### src/rtl/demux_pkg.sv
// Shared definitions for the 1-to-4 demultiplexer: select encodings,
// channel geometry and the default transfer-counter width.
package demux_pkg;

    localparam int NUM_CH    = 4;
    localparam int DATA_W    = 4;
    localparam int CNT_W_DEF = 8;

    typedef enum logic [1:0] {
        SEL_A = 2'b00,
        SEL_B = 2'b01,
        SEL_C = 2'b10,
        SEL_D = 2'b11
    } sel_e;

    // One-hot decode of a destination select.
    function automatic logic [NUM_CH-1:0] sel_dec(input logic [1:0] sel);
        logic [NUM_CH-1:0] r;
        r      = '0;
        r[sel] = 1'b1;
        return r;
    endfunction

endpackage

### src/rtl/demux_out_slot.sv
// Single-entry output holding slot: data register plus valid flag.
// A load in the same cycle as a drain wins, so a slot can take one word per
// cycle. With DEMUX_CNT_EN defined the slot also counts completed transfers.
module demux_out_slot
    import demux_pkg::*;
#(
    parameter int DATA_W_P = DATA_W
`ifdef DEMUX_CNT_EN
    ,parameter int CNT_W   = CNT_W_DEF
`endif
) (
    input  logic                clk,
    input  logic                rst,
    input  logic                load,
    input  logic [DATA_W_P-1:0] load_data,
    input  logic                out_ready,
    output logic [DATA_W_P-1:0] out_data,
    output logic                out_valid
`ifdef DEMUX_CNT_EN
    ,input  logic               cnt_clr
    ,output logic [CNT_W-1:0]   cnt
`endif
);

    logic drain;

    assign drain = out_valid & out_ready;

    // Slot state: load has priority over drain; data is kept after a drain.
    always_ff @(posedge clk or posedge rst) begin
        if (rst) begin
            out_valid <= 1'b0;
            out_data  <= '0;
        end else if (load) begin
            out_valid <= 1'b1;
            out_data  <= load_data;
        end else if (drain) begin
            out_valid <= 1'b0;
        end
    end

`ifdef DEMUX_CNT_EN
    // Transfer counter: clear beats increment, natural wrap at 2^CNT_W.
    always_ff @(posedge clk or posedge rst) begin
        if (rst) begin
            cnt <= '0;
        end else if (cnt_clr) begin
            cnt <= '0;
        end else if (drain) begin
            cnt <= cnt + 1'b1;
        end
    end
`endif

endmodule

### src/rtl/demux_4bit_1to4.sv
// 1-to-4 demultiplexer with a one-word holding slot per channel and
// per-channel valid/ready handshakes. A stalled channel only back-pressures
// words addressed to it.
// Optional feature: define DEMUX_CNT_EN to add per-channel transfer counters
// (cnt_a..cnt_d) and their synchronous clear (cnt_clr).
module demux_4bit_1to4
    import demux_pkg::*;
#(
    parameter int CNT_W = CNT_W_DEF
) (
    input  logic              clk,
    input  logic              rst,
    input  logic [DATA_W-1:0] in_data,
    input  logic [1:0]        in_sel,
    input  logic              in_valid,
    output logic              in_ready,
    output logic [DATA_W-1:0] out_data_a,
    output logic [DATA_W-1:0] out_data_b,
    output logic [DATA_W-1:0] out_data_c,
    output logic [DATA_W-1:0] out_data_d,
    output logic [NUM_CH-1:0] out_valid,
    input  logic [NUM_CH-1:0] out_ready
`ifdef DEMUX_CNT_EN
    ,input  logic             cnt_clr
    ,output logic [CNT_W-1:0] cnt_a
    ,output logic [CNT_W-1:0] cnt_b
    ,output logic [CNT_W-1:0] cnt_c
    ,output logic [CNT_W-1:0] cnt_d
`endif
);

    if (CNT_W < 1) begin : g_bad_cnt_w
        $error("CNT_W must be at least 1");
    end

    logic [NUM_CH-1:0]             load;
    logic [NUM_CH-1:0][DATA_W-1:0] slot_data;
`ifdef DEMUX_CNT_EN
    logic [NUM_CH-1:0][CNT_W-1:0]  slot_cnt;
`endif

    // Accept when the addressed slot is empty or emptying this cycle.
    always_comb begin
        in_ready = ~out_valid[in_sel] | out_ready[in_sel];
        load     = sel_dec(in_sel) & {NUM_CH{in_valid & in_ready}};
    end

    for (genvar i = 0; i < NUM_CH; i++) begin : g_slot
        demux_out_slot #(
            .DATA_W_P (DATA_W)
`ifdef DEMUX_CNT_EN
            ,.CNT_W   (CNT_W)
`endif
        ) u_slot (
            .clk       (clk),
            .rst       (rst),
            .load      (load[i]),
            .load_data (in_data),
            .out_ready (out_ready[i]),
            .out_data  (slot_data[i]),
            .out_valid (out_valid[i])
`ifdef DEMUX_CNT_EN
            ,.cnt_clr  (cnt_clr)
            ,.cnt      (slot_cnt[i])
`endif
        );
    end

    assign out_data_a = slot_data[SEL_A];
    assign out_data_b = slot_data[SEL_B];
    assign out_data_c = slot_data[SEL_C];
    assign out_data_d = slot_data[SEL_D];

`ifdef DEMUX_CNT_EN
    assign cnt_a = slot_cnt[SEL_A];
    assign cnt_b = slot_cnt[SEL_B];
    assign cnt_c = slot_cnt[SEL_C];
    assign cnt_d = slot_cnt[SEL_D];
`endif

endmodule
### config.mk
export PLATFORM = sky130hd
export DESIGN_NAME = demux_4bit_1to4
export DESIGN_NICKNAME = d
export VERILOG_FILES = /design/src/rtl/demux_pkg.sv /design/src/rtl/demux_out_slot.sv /design/src/rtl/demux_4bit_1to4.sv
export SDC_FILE = /design/constraint.sdc
export NUM_CORES = 1
export LEC_CHECK = 0
export ABC_AREA = 1
export BUFFER_PORTS_ARGS = -buffer_cell sky130_fd_sc_hd__buf_2
export CORE_AREA = 2 2 47 49
export DETAILED_ROUTE_END_ITERATION = 16
export DIE_AREA = 0 0 49 51
export PLACE_DENSITY = 0.91
export SYNTH_ARGS = -nofsm -noshare
export SYNTH_HDL_FRONTEND = slang
export SYNTH_SLANG_ARGS = --single-unit
### constraint.sdc
create_clock -name clk -period 2.3 [get_ports clk]
set_clock_uncertainty 0.2 [all_clocks]
set_input_delay 0.23 -clock clk [delete_from_list [all_inputs] [get_ports clk]]
set_output_delay 0.23 -clock clk [all_outputs]
set_load 0.005 [all_outputs]
# Yosys cells after proc, flatten, opt, wreduce, memory -nomap -nowiden
# Cells that the tools add are included.
dict set report totals {
  reg_bits 20
}
dict set report classes {
  n_lt_le_gt_ge 2
  muxes 14
  n_bitwise 8
  reduce_logical 5
}
# op n
set ops {}
lappend ops {{two-way mux 1 bit} 11}
lappend ops {{nonzero test 2 bit} 4}
lappend ops {{bitwise AND 1 bit} 5}
lappend ops {{bitwise AND 4 bit} 1}
lappend ops {{binary-select mux 1 bit (select 2 bit)} 2}
lappend ops {{< comparator 2 x 3 -> 1 bit, second input constant} 1}
lappend ops {{demux 1 bit (select 2 bit)} 1}
lappend ops {{greater-or-equal comparator 2 x 1 -> 1 bit, second input constant} 1}
lappend ops {{logical AND 1 bit} 1}
lappend ops {{inverter 1 bit} 1}
lappend ops {{OR 1 bit} 1}

# Logic depth before layout (Yosys ltp)
dict set report depth {
  depth_word 7
  depth_mapped 11
  mapped_depth_nobuf 9
}

# Modules after synthesis
# From an unflattened synthesis, not the netlist that was laid out.
dict set report hier_totals {
  cells_unflattened 118
  area_unflattened_um2 919.6
}
# mod n_inst cells_per_inst area_each_um2
set by_module_without_submodules {}
lappend by_module_without_submodules {demux_out_slot 4 22 188.9}
lappend by_module_without_submodules {demux_4bit_1to4 1 30 163.9}

# Worst setup path after synthesis
# Ideal clock, no wire load.
dict set report synth_timing {
  path_kind {input to register}
  startpoint {in in_sel[0]}
  endpoint {reg g_slot[1].u_slot.out_data[0]}
  setup_ns 0.117
  arrival_time_ns 1.060
  required_time_ns 1.983
  path_slack_ns 0.923
  path_stages 10
  cell_sequence {buf_6 > nor2_4 > nand2_2 > nand2_1 > nor2_2 > nand2_2 > buf_6 > nand3_4 > nand2_1 > nand2_1}
}
dict set report synth_between {
  elab_chain_len 6
  elab_cells_between_ends 13
}
# element line_no
set synth_lines {}
lappend synth_lines {{from (decl)} demux_4bit_1to4.sv:14} ;# input logic [1:0] in_sel,
lappend synth_lines {{parallel branches: the longest is 5 deep, another holds < comparator 2 x 3 -> 1 bit} --}
lappend synth_lines {{bitwise AND 4 bit (*)} demux_4bit_1to4.sv:45} ;# load = sel_dec(in_sel) & {NUM_CH{in_valid & in_ready}};
lappend synth_lines {{to (signal assigned)} demux_out_slot.sv:36} ;# out_data <= load_data;
lappend synth_lines {{to (decl)} demux_out_slot.sv:17} ;# output logic [DATA_W_P-1:0] out_data,
# Every way passes the cells marked *. The select of a mux whose other input is x is not followed.
# A chain may end at the register's enable or synchronous reset.

# Worst setup path after layout
dict set report layout_timing {
  startpoint {in out_ready[2]}
  endpoint {out in_ready}
}
dict set report layout_between {
  elab_chain_len 3
}
# element line_no
set layout_lines {}
lappend layout_lines {{from (decl)} demux_4bit_1to4.sv:22} ;# input logic [NUM_CH-1:0] out_ready
lappend layout_lines {{binary-select mux 1 bit (select 2 bit)} demux_4bit_1to4.sv:44} ;# in_ready = ~out_valid[in_sel] | out_ready[in_sel];
lappend layout_lines {{two-way mux 1 bit (implied by the code)} demux_4bit_1to4.sv:44}
lappend layout_lines {{OR 1 bit} demux_4bit_1to4.sv:44}
lappend layout_lines {{to (decl)} demux_4bit_1to4.sv:16} ;# output logic in_ready,
# No other way between the ends. The select of a mux whose other input is x is not followed.

==> flow_metrics.env <==
export IMPL_cts_htree_levels=1
export IMPL_ff2ff_path_depth=8
export IMPL_tns_ns=0
export IMPL_dp_cells=166
export IMPL_top_usage_layer="met2"
export IMPL_crit_path_start_kind="input pin"
export IMPL_dpl_cell_area_sq_mm=0.00113
export IMPL_clock_latency_ns=0.29
export IMPL_clock_fmax_mhz=484
export IMPL_cts_buffers=3
export IMPL_num_rows=17
export IMPL_power_share_clock_pct=19.3
export IMPL_io_pin_count=34
export IMPL_min_from="in_data[3]"
export IMPL_rr_startpoint="g_slot[1].u_slot.out_valid"
export IMPL_cp_required_ns=1.87
export IMPL_met1_usage_pct=22.7
export IMPL_whs_endpoint="g_slot[3].u_slot.out_data[3]"
export IMPL_grt_pass1_wl_um=3640
export IMPL_synthCells=114
export IMPL_worstPathArrival_ns=1.64
export IMPL_routed_wl_um=2110
export IMPL_cts_resized=0
export IMPL_grtUsageMet3_pct=4.97
export IMPL_worstHoldPathCells=3
export IMPL_synth_top_family_by_area="simple AND/OR/NAND/NOR gates"
export IMPL_drtAntennaViolNets=0
export IMPL_hold_violations=0
export IMPL_synth_compound_area_share_pct=2.00
export IMPL_rrSetupSlack_ns=0.59
export IMPL_synth_mux_area_share_pct=0
export IMPL_synth_nets=127
export IMPL_cts_clk_slew_worst_paths_ns=0.10
export IMPL_die_area_sq_mm=0.00250
export IMPL_ys_ff_latch=20
export IMPL_grt_max_degree=22
export IMPL_slew_viol_final=0
export IMPL_stdcell_area_sq_mm=0.00120
export IMPL_cellPowerDensity_mw_per_mm2=672
export IMPL_wire_per_inst_um=12.1
export IMPL_start_util_pct=48.6
export IMPL_antenna_found_initial=0
export IMPL_yosys_area_share_adder_pct=0
export IMPL_yosys_area_share_simple_pct=37.9
export IMPL_fin_cells=174
export IMPL_hold_class="input pin to flip-flop"
export IMPL_critPathKind="input pin to output pin"
export IMPL_rr_endpoint="g_slot[2].u_slot.out_data[1]"
export IMPL_vdd_ir_drop_worst_mv=0.383
export IMPL_drive_gt1_share_pct=32.2
export IMPL_portBuffers=33
export IMPL_final_common_cell="nand2_1"
export IMPL_tightestPinTransition_ns=0.755
export IMPL_area_growth_pct=19.9
export IMPL_place_congestion=0.917
export IMPL_finalCritPeriodShare_pct=89.9
export IMPL_rsz0062_at_grt="false"
export IMPL_setup_viol=0
export IMPL_switching_share_pct=30.1
export IMPL_numClockSinks=20
export IMPL_gr_total_overflow=0
export IMPL_ctsHoldBuffers=5
export IMPL_ys_warn_count=0
export IMPL_synth_top_area_cell="dfrtp_1"
export IMPL_grt_pass1_vias=821
export IMPL_p_comb_share_pct=25.5
export IMPL_coreArea_sq_mm=0.00206
export IMPL_internal_power_w=0.000566
export IMPL_via_per_inst=5.07
export IMPL_filler_cell_count=205
export IMPL_cts_buffer_depth=2
export IMPL_cts_tree="yes"
export IMPL_cts_setup_buffers=0
export IMPL_crit_path_max_fanout=21
export IMPL_synth_xor_area_share_pct=0
export IMPL_root_buffer="clkbuf_4"
export IMPL_drc_errors=0
export IMPL_synth_avg_cell_area_sq_um=8.80
export IMPL_syn_cell_area_sq_mm=0.00100
export IMPL_max_slew_margin_rel_pct=49.6
export IMPL_vias=883
export IMPL_max_cap_violations=0
export IMPL_drt_initial_drc_count=21
export IMPL_die_h_um=51
export IMPL_gr_usage_all_layers_pct=19.1
export IMPL_status="completed"
export IMPL_mostFrequentLayoutCells="nand2_1, buf_2, dfrtp_1"
export IMPL_synth_seq_area_share_pct=49.9
export IMPL_pwr_share_seq_pct=55.2
export IMPL_p_switching_w=0.000243
export IMPL_hold_slack_ns=0.0294
export IMPL_ys_top_cells_by_area="dfrtp_1, nand2_1, nand4_1"
export IMPL_nets=161
export IMPL_synth_cell_types=17
export IMPL_startpoint="out_ready[2]"
export IMPL_finalCriticalPeriod_ns=2.07
export IMPL_dp_hpwl_um=1610
export IMPL_p_leak_nw=0.662
export IMPL_synth_top_area_share_pct=49.9
export IMPL_fp_dieW_um=49
export IMPL_first_pass_iters=4
export IMPL_end_kind="output pin"
export IMPL_antenna_cells=0
export IMPL_grt_util_met2_pct=32.2
-- power by group through the flow --
stage	clock network, W	registers, W	logic, W
final	0.000156	0.000446	0.000206
after global routing	0.000176	0.000456	0.000236
after CTS	0.000159	0.000447	0.000208
after detailed placement	0	0.000454	0.000201
after global placement	0	0.000452	0.000193
after floorplan	0	0.000458	0.000113
-- final cells by class --
type	instances	area [sq um]	share of cell area, %
Multi-Input combinational cell	77	400	33.3
Clock buffer	3	22.5	1.87
Tap cell	28	35.0	2.91
Inverter	8	30.0	2.49
Sequential cell	20	500	41.6
Timing Repair Buffer	38	215	17.9
-- state kept, by name, indices dropped and copies added (netlist names) --
register                 flops
g_slot.u_slot.out_data      16
g_slot.u_slot.out_valid      4
-- metal layers --
metal / share of wire (%) / wire (um)
met4: 2.4 / 50
met1: 43 / 907
met5: 0 / 0
met2: 48 / 1010
met3: 7.0 / 147
-- cells in the mapped netlist --
library cell and instances:
buf_2 1, buf_4 5, o21ai_0 1, inv_2 2, nor2_4 1, nand2_2 4, inv_1 6, nand4_1 16
nand3_1 4, clkbuf_4 1, dfrtp_1 20, o21ai_1 3, nand2_1 42, nor2_1 2, nand3_4 3, nor2_2 1
buf_6 2
-- stage by stage --
stage | worst slack, ns | power, W | utilization, %
2_1_floorplan | 0.923 | 0.000571 | -
3_3_place_gp | 0.592 | 0.000646 | 54.8
3_5_place_dp | 0.482 | 0.000655 | 54.8
4_1_cts | 0.229 | 0.000813 | 58.3
5_1_grt | 0.135 | 0.000868 | 58.3
6_report | 0.233 | 0.000809 | 58.3
-- worst max-delay path by stage --
stage / to / cells past startpoint
after global placement: g_slot[2].u_slot.out_data[3] / 9
final: in_ready / 7
after CTS: in_ready / 7
after detailed placement: g_slot[2].u_slot.out_data[1] / 9
after global routing: in_ready / 7
after floorplan: g_slot[1].u_slot.out_data[0] / 10
-- cells by family (layout without fill, tap and decap cells) --
group	Yosys count	in the layout
AO/OA/AOI/OAI	4	4
buffers and inverters	17	49
AND/OR/NAND/NOR	73	73
flip-flops	20	20
-- worst max-delay path: stages --
cell and delay, ns:
dlygate4sd3_1 0.53, buf_2 0.13, nand3_1 0.09, nand2_2 0.05, nor2_2 0.10, nand2_2 0.26, buf_2 0.24
(Power assumes the default switching activity.)
